**config.mk**
```make
export PLATFORM = sky130hd
export DESIGN_NAME = ex_stage
export DESIGN_NICKNAME = d
export VERILOG_FILES = /design/src/rtl/core_pkg.sv /design/src/rtl/ex_alu.sv /design/src/rtl/ex_stage.sv
export SDC_FILE = /design/constraint.sdc
export NUM_CORES = 1
export LEC_CHECK = 0
export BUFFER_PORTS_ARGS = -buffer_cell sky130_fd_sc_hd__buf_2
export CAP_MARGIN = 30
export CELL_PAD_IN_SITES_DETAIL_PLACEMENT = 0
export CELL_PAD_IN_SITES_GLOBAL_PLACEMENT = 1
export CORE_UTILIZATION = 35
export DETAILED_ROUTE_END_ITERATION = 7
export PLACE_DENSITY = 0.74
export SLEW_MARGIN = 20
export SYNTH_ARGS = -nofsm -noshare
export SYNTH_HDL_FRONTEND = slang
export SYNTH_SLANG_ARGS = --single-unit
```
**constraint.sdc**
```tcl
create_clock -name clk -period 5.6 [get_ports clk]
set_input_delay 0.56 -clock clk [delete_from_list [all_inputs] [get_ports clk]]
set_output_delay 0.56 -clock clk [all_outputs]
set_load 0.05 [all_outputs]
```
**src/rtl/core_pkg.sv**
```systemverilog
// Shared definitions for the 8-register pipelined core: opcodes and default widths.
package core_pkg;

  localparam int CORE_DATA_W = 8;
  localparam int CORE_REG_AW = 3;

  typedef enum logic [1:0] {
    OP_NOP = 2'b00,
    OP_ADD = 2'b01,
    OP_LI  = 2'b10,
    OP_JMP = 2'b11
  } op_e;

endpackage

```
**src/rtl/ex_alu.sv**
```systemverilog
// Execute-stage ALU: pure combinational decode of op into result, write flag and jump flag.
module ex_alu
  import core_pkg::*;
#(
  parameter int DATA_W = CORE_DATA_W
) (
  input  op_e               op_i,
  input  logic [DATA_W-1:0] a_i,
  input  logic [DATA_W-1:0] b_i,
  input  logic [DATA_W-1:0] imm_i,
  output logic [DATA_W-1:0] y_o,
  output logic              writes_o,
  output logic              is_jmp_o
);

  // Result and side flags per opcode; ADD wraps, carry is dropped.
  always_comb begin
    y_o      = '0;
    writes_o = 1'b0;
    is_jmp_o = 1'b0;
    case (op_i)
      OP_ADD: begin
        y_o      = a_i + b_i;
        writes_o = 1'b1;
      end
      OP_LI: begin
        y_o      = imm_i;
        writes_o = 1'b1;
      end
      OP_JMP:  is_jmp_o = 1'b1;
      default: ;
    endcase
  end

endmodule

```
**src/rtl/ex_stage.sv**
```systemverilog
// Execute stage: ID/EX register, WB bypass at capture, EX forwarding, ALU, EX/WB register,
// jump redirect with squash of the wrong-path ID instruction.
// Optional macro EX_PERF_CNT_EN adds retire_cnt / flush_cnt outputs.
module ex_stage
  import core_pkg::*;
#(
  parameter int DATA_W = CORE_DATA_W,
  parameter int REG_AW = CORE_REG_AW
) (
  input  logic              clk,
  input  logic              rst_n,
  input  logic              id_valid,
  input  logic [1:0]        id_op,
  input  logic [REG_AW-1:0] id_rdst,
  input  logic [REG_AW-1:0] id_rsrc,
  input  logic [DATA_W-1:0] id_rdst_data,
  input  logic [DATA_W-1:0] id_rsrc_data,
  input  logic [DATA_W-1:0] id_imm,
  input  logic              F_rdst,
  input  logic              F_rsrc,
  output logic [REG_AW-1:0] EX_rdst,
  output logic              jump_taken,
  output logic [DATA_W-1:0] jump_target,
  output logic              wb_we,
  output logic [REG_AW-1:0] wb_rdst,
  output logic [DATA_W-1:0] wb_data
`ifdef EX_PERF_CNT_EN
  ,
  output logic [15:0]       retire_cnt,
  output logic [15:0]       flush_cnt
`endif
);

  logic              ex_valid_q;
  op_e               ex_op_q;
  logic [REG_AW-1:0] ex_rdst_q;
  logic [DATA_W-1:0] ex_a_q, ex_b_q, ex_imm_q;
  logic              fwd_a_q, fwd_b_q;

  logic              wb_we_q;
  logic [REG_AW-1:0] wb_rdst_q;
  logic [DATA_W-1:0] wb_data_q;

  logic [DATA_W-1:0] op_a, op_b, alu_y;
  logic [DATA_W-1:0] byp_a, byp_b;
  logic              ex_writes, ex_is_jmp, ex_retire;

  // The instruction in WB is not yet in the register file, so ID reads of its target are stale.
  assign byp_a = (wb_we_q && wb_rdst_q == id_rdst) ? wb_data_q : id_rdst_data;
  assign byp_b = (wb_we_q && wb_rdst_q == id_rsrc) ? wb_data_q : id_rsrc_data;

  // The producer one ahead is now in WB; its result overrides whatever was captured.
  assign op_a = fwd_a_q ? wb_data_q : ex_a_q;
  assign op_b = fwd_b_q ? wb_data_q : ex_b_q;

  ex_alu #(.DATA_W(DATA_W)) u_alu (
    .op_i     (ex_op_q),
    .a_i      (op_a),
    .b_i      (op_b),
    .imm_i    (ex_imm_q),
    .y_o      (alu_y),
    .writes_o (ex_writes),
    .is_jmp_o (ex_is_jmp)
  );

  assign ex_retire   = ex_valid_q & ex_writes;
  assign jump_taken  = ex_valid_q & ex_is_jmp;
  assign jump_target = jump_taken ? ex_imm_q : '0;
  assign EX_rdst     = ex_rdst_q;
  assign wb_we       = wb_we_q;
  assign wb_rdst     = wb_rdst_q;
  assign wb_data     = wb_data_q;

  // ID/EX capture; a taken jump turns the wrong-path ID slot into a bubble.
  always_ff @(posedge clk or negedge rst_n) begin
    if (!rst_n) begin
      ex_valid_q <= 1'b0;
      ex_op_q    <= OP_NOP;
      ex_rdst_q  <= '0;
      ex_a_q     <= '0;
      ex_b_q     <= '0;
      ex_imm_q   <= '0;
      fwd_a_q    <= 1'b0;
      fwd_b_q    <= 1'b0;
    end else begin
      ex_valid_q <= id_valid & ~jump_taken;
      ex_op_q    <= op_e'(id_op);
      ex_rdst_q  <= id_rdst;
      ex_a_q     <= byp_a;
      ex_b_q     <= byp_b;
      ex_imm_q   <= id_imm;
      // The forwarding unit only compares addresses; only a real writer may forward.
      fwd_a_q    <= ~F_rdst & ex_retire;
      fwd_b_q    <= ~F_rsrc & ex_retire;
    end
  end

  // EX/WB result register; address and data hold across non-writing cycles.
  always_ff @(posedge clk or negedge rst_n) begin
    if (!rst_n) begin
      wb_we_q   <= 1'b0;
      wb_rdst_q <= '0;
      wb_data_q <= '0;
    end else begin
      wb_we_q <= ex_retire;
      if (ex_retire) begin
        wb_rdst_q <= ex_rdst_q;
        wb_data_q <= alu_y;
      end
    end
  end

`ifdef EX_PERF_CNT_EN
  logic [15:0] retire_cnt_q, flush_cnt_q;
  assign retire_cnt = retire_cnt_q;
  assign flush_cnt  = flush_cnt_q;

  // Retirements are counted as they sit on the write port; flushes as valid ID slots are squashed.
  always_ff @(posedge clk or negedge rst_n) begin
    if (!rst_n) begin
      retire_cnt_q <= '0;
      flush_cnt_q  <= '0;
    end else begin
      if (wb_we_q)               retire_cnt_q <= retire_cnt_q + 16'd1;
      if (jump_taken && id_valid) flush_cnt_q <= flush_cnt_q + 16'd1;
    end
  end
`endif

endmodule

```
==> metrics.md, run 1 <==
| Metric | Value |
|---|---|
| Status | `completed` |
| DRC viols | `0` |
| Clock slew at reported path FFs | `around 0.080 ns` |
| Comb pwr share | `0.320` |
| Clock Path Buffers | `2` |
| Synth Register Bits | `44` |
| GRT Residual Overflow | `0` |
| Synth Instances | `176` |
| 1st-iter DRT viols | `61` |
| RePlAce Congestion | `0.7383` |
| Largest net degree at the start of global routing | `45` |
| Ys flop type | `dfrtp_1` |
| Vias in the first global route | `1,471` |
| Number of diodes | `0` |
| Seq pwr share | `0.460` |
| Psw | `0.3086 mW` |
| Switch share | `0.3648` |
| Mux contribution to synthesized area | `0.1613` |
| Final setup violation count | `0` |
| Vias | `1,481` |
| Die Footprint | `around 6500 sq um` |
| Syn_area_per_cell | `12.25 sq um` |
| Post-CTS Resized | `0` |
| Initial Utilization | `0.3641` |
| Fin crit period | `2.523 ns` |
| Wire length per cell | `14.01 microns` |
| Hold_buf cts | `0` |
| Num ports | `61` |
| Synth Area in XOR/XNOR | `0.05688` |
| Compound-gate portion of the synthesized area | `0.08299` |
| Fraction of layout cells with a size suffix above 1 | `0.4268` |
| Synth Area in Simple Gates | `0.1004` |
| Crit path required time | `5.77 ns` |
| Gr usage total | `0.1504` |
| Post-CTS Setup Inserts | `0` |
| First-pass iteration count of the detailed router | `4` |
| Flop2flop setup slack | `3.08 ns` |
| Max_slew headroom | `0.6325` |
| Critical Path Fanout Max | `9` |
| Largest family of logic cells by synthesized area | `multiplexers` |
| Core area | `between 5000 and 6000 sq um` |
| VDD IR max | `roughly 140 uV` |
| Initial antenna violation count | `0` |
| Post-route ant nets | `0` |
| Synthesized area | `2156 sq um` |
| CTS buffer count | `5` |
| Final Hold Viols | `0` |
| Max Freq | `~400 MHz` |
| Clock sink total | `44` |
| Multi-input gate area | `1011 sq um` |
| CTS tree | `built` |
| Cell Rows | `28` |
| Post-Syn Nets | `around 220` |
| Period utilization | `0.4506` |
| Pint | `0.5373 mW` |
| Final Power | `approximately 0.85 mW` |
| Synthesized-area fraction occupied by adder cells | `0.06732` |
| Root Buffer | `clkbuf_8` |
| Setup crit end kind | `flip-flop` |
| CP Launch Type | `flip-flop` |
| Sequential cell area | `1101 sq um` |
| Share of power burned in the clock network | `0.220` |
| Post-DP HPWL | `3.201 mm` |
| Sequential-to-total area share from yosys stat | `0.5107` |
| Clock latency on the worst-skew pair | `0.29 ns` |
| HP Class | `primary input to async pin` |
| Slew Limit Fails | `0` |
| Max Clock Skew | `around 0.0054 ns` |
| Setup tns final | `0 ns` |
| Unrepaired setup endpoints after global routing | `false` |
| Area growth, synth to finish | `21.47%` |
| FFs w/ async S/R, synth | `1.000` |
| Die height | `80.48 microns` |
| Die X | `80.48 microns` |
| H-tree depth | `2` |
| Power density cells | `323.0 nW/um^2` |
| Finished Core Util | `0.4423` |
| Yosys warns | `0` |
| EDFF count, synth | `0` |
| LEAKAGE | `1.280 nW` |
| Distinct cells, synth | `31` |
| Routed WL | `between 4 and 5 mm` |
| Crit path kind | `flip-flop to flip-flop` |
| Arrival time at the worst endpoint | `2.70 ns` |
| Via/cell ratio | `4.717` |
| Nets | `287` |
| Port Buffer Count | `60` |
| Slew @ Worst Pin | `0.5513 ns` |
| Fill count | `583` |
| Global-route wire length before repair | `slightly above 7 mm` |
| Max cap viols | `0` |
==> final cells by class <==
type	instances	area share
sequential	44	0.4205
multi-input combinational	124	0.3860
timing repair buffer	61	0.1223
tap	75	0.03583
clock buffer	5	0.02628
clock inverter	2	0.004778
inverter	3	0.004300
==> sequential cells by signal, summed over array words and instances, names as in the netlist <==
register / cells
wb_we: 1
ex_a_q: 8
ex_valid_q: 1
wb_rdst: 3
EX_rdst: 3
fwd_b_q: 1
ex_op_q: 2
ex_b_q: 8
ex_imm_q: 8
wb_data: 8
fwd_a_q: 1
==> cells by family after synthesis <==
group                    Yosys count
adder cells (fa/ha/maj)           11
XOR/XNOR                          14
buffers and inverters              8
AO/OA/AOI/OAI                     25
multiplexers                      31
AND/OR/NAND/NOR                   43
flip-flops                        44
==> path summary, 6_finish.rpt <==
| kind | from | to | cells past startpoint |
|---|---|---|---|
| setup / recovery | fwd_a_q | wb_data[6] | 8 |
| hold / removal | rst_n | EX_rdst[2] | 1 |
| setup reg to reg | fwd_a_q | wb_data[6] | 8 |
| hold reg to reg | EX_rdst[2] | wb_rdst[2] | 2 |
| max in group asynchronous | rst_n | ex_b_q[4] | 2 |
| min in group clk | id_imm[3] | ex_imm_q[3] | 1 |
==> synthesized netlist by cell type (2+ instances only) <==
| library cell | instances | area (sq um) |
|---|---|---|
| a211oi_1 | 2 | 15.01 |
| a21o_1 | 4 | 30.03 |
| a21oi_1 | 5 | 25.02 |
| a221oi_1 | 5 | 43.79 |
| and3_1 | 8 | 50.05 |
| buf_2 | 2 | 10.01 |
| dfrtp_1 | 44 | 1101 |
| ha_1 | 10 | 125.1 |
| inv_1 | 3 | 11.26 |
| mux2_2 | 30 | 337.8 |
| nand2_1 | 12 | 45.04 |
| nand3_1 | 3 | 15.01 |
| nand4_2 | 2 | 25.02 |
| nor2_1 | 13 | 48.80 |
| o211ai_1 | 2 | 15.01 |
| o21ai_0 | 2 | 10.01 |
| o21bai_1 | 2 | 15.01 |
| o22ai_1 | 2 | 12.51 |
| xnor2_1 | 9 | 78.83 |
| xor2_1 | 5 | 43.79 |
==> cells in the final DEF (no fill, tap or decap), types with 3 or more instances in the layout <==
cell type  netlist  layout
buf_2            2      60
dfrtp_1         44      44
mux2_2          30      30
nor2_1          13      13
nand2_1         12      12
ha_1            10      10
xnor2_1          9       9
and3_1           8       8
a221oi_1         5       5
xor2_1           5       5
a21oi_1          5       5
clkbuf_8         0       5
a21o_1           4       4
inv_1            3       3
nand3_1          3       3
==> power groups by stage <==
stage / Sequential (mW) / Combinational (mW) / Clock [mW]
CTS: 0.389 / 0.271 / 0.193
finish: 0.389 / 0.271 / 0.186
global route: 0.396 / 0.295 / 0.210
floorplan: 0.453 / 0.137 / 0
global placement: 0.395 / 0.268 / 0
detailed placement: 0.395 / 0.270 / 0
==> stage by stage <==
step | cells | area [sq um] | hold WS, ns | setup slack (ns)
after CTS | 313 | 2599 | 0.3597 | 3.052
after detailed placement | 306 | 2517 | 0.4505 | 3.051
after floorplan | 176 | 2156 | 0.2644 | 3.195
after global placement | 306 | 2517 | 0.4455 | 3.129
final | 314 | 2619 | 0.1492 | 3.077
after global routing | 314 | 2619 | 0.1522 | 2.874
==> routing by layer <==
| layer | track usage | vias to the layer above | wire (microns) |
|---|---|---|---|
| li1 | - | 747 | - |
| met1 | 0.2096 | 691 | 2190 |
| met2 | 0.2322 | 37 | 1995 |
| met3 | 0.03068 | 6 | 170 |
| met4 | 0.04821 | 0 | 42 |
| met5 | 0 | - | 0 |
==> worst max-delay path, cell delays in order (launching register included) <==
cell	delay, ns
dfrtp_1	0.57
mux2_2	0.38
ha_1	0.23
fa_1	0.42
a211oi_1	0.25
o21bai_1	0.10
a21oi_1	0.17
xor2_1	0.18
o211ai_1	0.10
Note: power is estimated with default switching activity, not from simulation.
==> run 2, diff against run 1 <==
==> constraint.sdc (replaced) <==
create_clock -name clk -period 2.65 [get_ports clk]
set_input_delay 0.265 -clock clk [delete_from_list [all_inputs] [get_ports clk]]
set_output_delay 0.265 -clock clk [all_outputs]
set_load 0.05 [all_outputs]
==> run 2 against run 1 <==
Sequential share of layout area decreased by 0.98 points. Clock skew decreased by 0.0011 ns. Largest power group unchanged. Largest cell class unchanged. First-iteration DRC count increased by 8.2%. Via count increased by 2.2%. Final cell count increased by 1.6%. Clock power increased to 2.7 times the previous value. Non-clock buffer count increased by 4. Global-route usage about the same. Register-to-register slack got worse by 2.7 ns.
==> metrics.md, run 2 (synthesized netlist as in run 1, its figures left out) <==
| Metric | Value |
|---|---|
| CTS tree | `built` |
| Via/cell ratio | `4.746 (+0.63%)` |
| Nets | `291 (+1.4%)` |
| Arrival time at the worst endpoint | `2.48 ns (-0.22 ns)` |
| Vias in the first global route | `1,527 (+3.8%)` |
| Commonest non-fill, non-tap cell in the layout | `buf_2` |
| Worst reg-to-reg path cell count | `8 (unchanged)` |
| Max_slew headroom | `0.6949 (+0.06237)` |
| Worst r2r src | `fwd_a_q` |
| Crit path kind | `flip-flop to flip-flop` |
| Vias | `1,514 (+2.2%)` |
| CP Launch Type | `flip-flop` |
| LEAKAGE | `1.313 nW (+2.6%)` |
| R2r endpoint | `wb_data[6]` |
| Num ports | `61 (unchanged)` |
| Wire length per cell | `13.76 microns (-1.8%)` |
| Most frequent cells in the layout | `buf_2 (60), dfrtp_1 (44), mux2_2 (30)` |
| HP Class | `primary input to flip-flop` |
| Unrepaired setup endpoints after global routing | `false` |
| Global-route wire length before repair | `7.189 mm (about the same)` |
| Clock Path Buffers | `2 (unchanged)` |
| Die X | `80.48 microns (unchanged)` |
| Max cap viols | `0 (unchanged)` |
| Port Buffer Count | `60 (unchanged)` |
| CTS buffer count | `5 (unchanged)` |
| Setup ws final | `0.3379 ns (-2.739 ns)` |
| First-pass iteration count of the detailed router | `4 (unchanged)` |
| Slew Limit Fails | `0 (unchanged)` |
| Slew @ Worst Pin | `0.4572 ns (-0.09407 ns)` |
| Clock latency on the worst-skew pair | `0.29 ns (about the same)` |
| Number of cells on the worst hold path | `1` |
| Hold Path Origin | `id_imm[0]` |
| Max Freq | `432.5 MHz (+9.1%)` |
| VDD IR max | `422.1 uV (+210%)` |
| Post-place setup slack | `0.3284 ns (-2.722 ns)` |
| Area growth, synth to finish | `24.38%` |
| Finished layout cell area | `2681 sq um (+2.4%)` |
| Cell Rows | `28 (unchanged)` |
| Finished Core Util | `0.4529 (+0.01057)` |
| Post-route ant nets | `0 (unchanged)` |
| Hold EP | `ex_imm_q[0]` |
| Routed WL | `4.390 mm (-0.20%)` |
| Period utilization | `0.8725 (+0.4219)` |
| Post-DP HPWL | `3.260 mm (+1.8%)` |
| Final Hold Viols | `0 (unchanged)` |
| Setup tns final | `0 ns (unchanged)` |
| Clock sink total | `44 (unchanged)` |
| DRC viols | `0 (unchanged)` |
| H-tree depth | `2 (unchanged)` |
| Core area | `5921 sq um (unchanged)` |
| 1st-iter DRT viols | `66 (+8.2%)` |
| Initial Utilization | `0.3641 (unchanged)` |
| RePlAce Congestion | `0.7956 (+7.8%)` |
| Fraction of layout cells with a size suffix above 1 | `0.4344 (+0.007648)` |
| GRT Residual Overflow | `0 (unchanged)` |
| Power density cells | `706.4 nW/um^2 (+120%)` |
| Crit path required time | `2.82 ns (-2.95 ns)` |
| Die height | `80.48 microns (unchanged)` |
| Critical Path Fanout Max | `3 (-6)` |
| Max Clock Skew | `0.004342 ns (-0.001097 ns)` |
| Flop2flop setup slack | `0.34 ns (-2.74 ns)` |
| Final setup violation count | `0 (unchanged)` |
| Clock slew at reported path FFs | `0.08 ns (about the same)` |
| Initial antenna violation count | `0 (unchanged)` |
| Number of diodes | `0 (unchanged)` |
| Fin crit period | `2.312 ns (-0.2112 ns)` |
| Root Buffer | `clkbuf_8` |
| Status | `completed` |
| DP Area | `2540 sq um (+0.89%)` |
| Largest net degree at the start of global routing | `45 (unchanged)` |
| Gr usage total | `0.1501 (-0.0002425)` |
| Setup crit end kind | `flip-flop` |
| Die Footprint | `6477 sq um (unchanged)` |
run 2: cell types whose count changed in the layout (fill, tap and decap cells not counted):
cell and change:
bufinv_16 +1, dlygate4sd3_1 +1, buf_4 +3
run 2: layer usage:
| layer | up-vias | track usage | part of all wire |
|---|---|---|---|
| li1 | 757 | - | - |
| met4 | 0 | 0.06429 | 0.0068 |
| met5 | - | 0 | 0 |
| met2 | 46 | 0.2347 | 0.46 |
| met1 | 707 | 0.2017 | 0.48 |
| met3 | 4 | 0.02841 | 0.049 |
run 2: per-stage QoR:
stage / cells / power (mW) / hold WS [ns]
after CTS: 317 / 1.911 / 0.05686
after floorplan: 176 / 1.247 / -0.03059
final: 319 / 1.894 / 0.06936
after detailed placement: 309 / 1.404 / 0.3743
after global routing: 319 / 2.012 / 0.05579
after global placement: 309 / 1.403 / 0.3745
run 2: critical path, cell delays in order, from the launching register on:
cell and delay [ns]:
dfrtp_1 0.38, mux2_2 0.34, ha_1 0.24, fa_1 0.42, a211oi_1 0.25, o21bai_1 0.10, a21oi_1 0.18, xor2_1 0.18
o211ai_1 0.10
run 2: final cells by class:
| class | instances | area, sq um |
|---|---|---|
| inverter | 3 | 11.26 |
| fill | 560 | 3239 |
| sequential | 44 | 1101 |
| clock buffer | 5 | 68.82 |
| multi-input combinational | 124 | 1011 |
| timing repair buffer | 65 | 352.8 |
| tap | 75 | 93.84 |
| clock inverter | 3 | 42.54 |
run 2: repair_timing:
item,CTS,global route
hold buffers,0,1
endpoints found under the hold margin,0,13
gates resized for setup,0,0
setup buffers,0,0
setup endpoints to repair,0,0
run 2: worst max-delay path by stage:
stage / startpoint / endpoint / cells past startpoint
4_1_cts: fwd_a_q / wb_data[6] / 8
5_1_grt: wb_data[0] / wb_data[6] / 8
6_report: fwd_a_q / wb_data[6] / 8
3_5_place_dp: fwd_a_q / wb_data[6] / 8
3_3_place_gp: fwd_a_q / wb_data[6] / 8
2_1_floorplan: wb_data[0] / wb_data[6] / 8
run 2: report_power, final:
| part | internal, mW | total, mW | switching, mW |
|---|---|---|---|
| sequential | 0.742 | 0.814 | 0.0726 |
| clock | 0.279 | 0.502 | 0.223 |
| combinational | 0.220 | 0.578 | 0.358 |
| total | 1.24 | 1.89 | 0.654 |
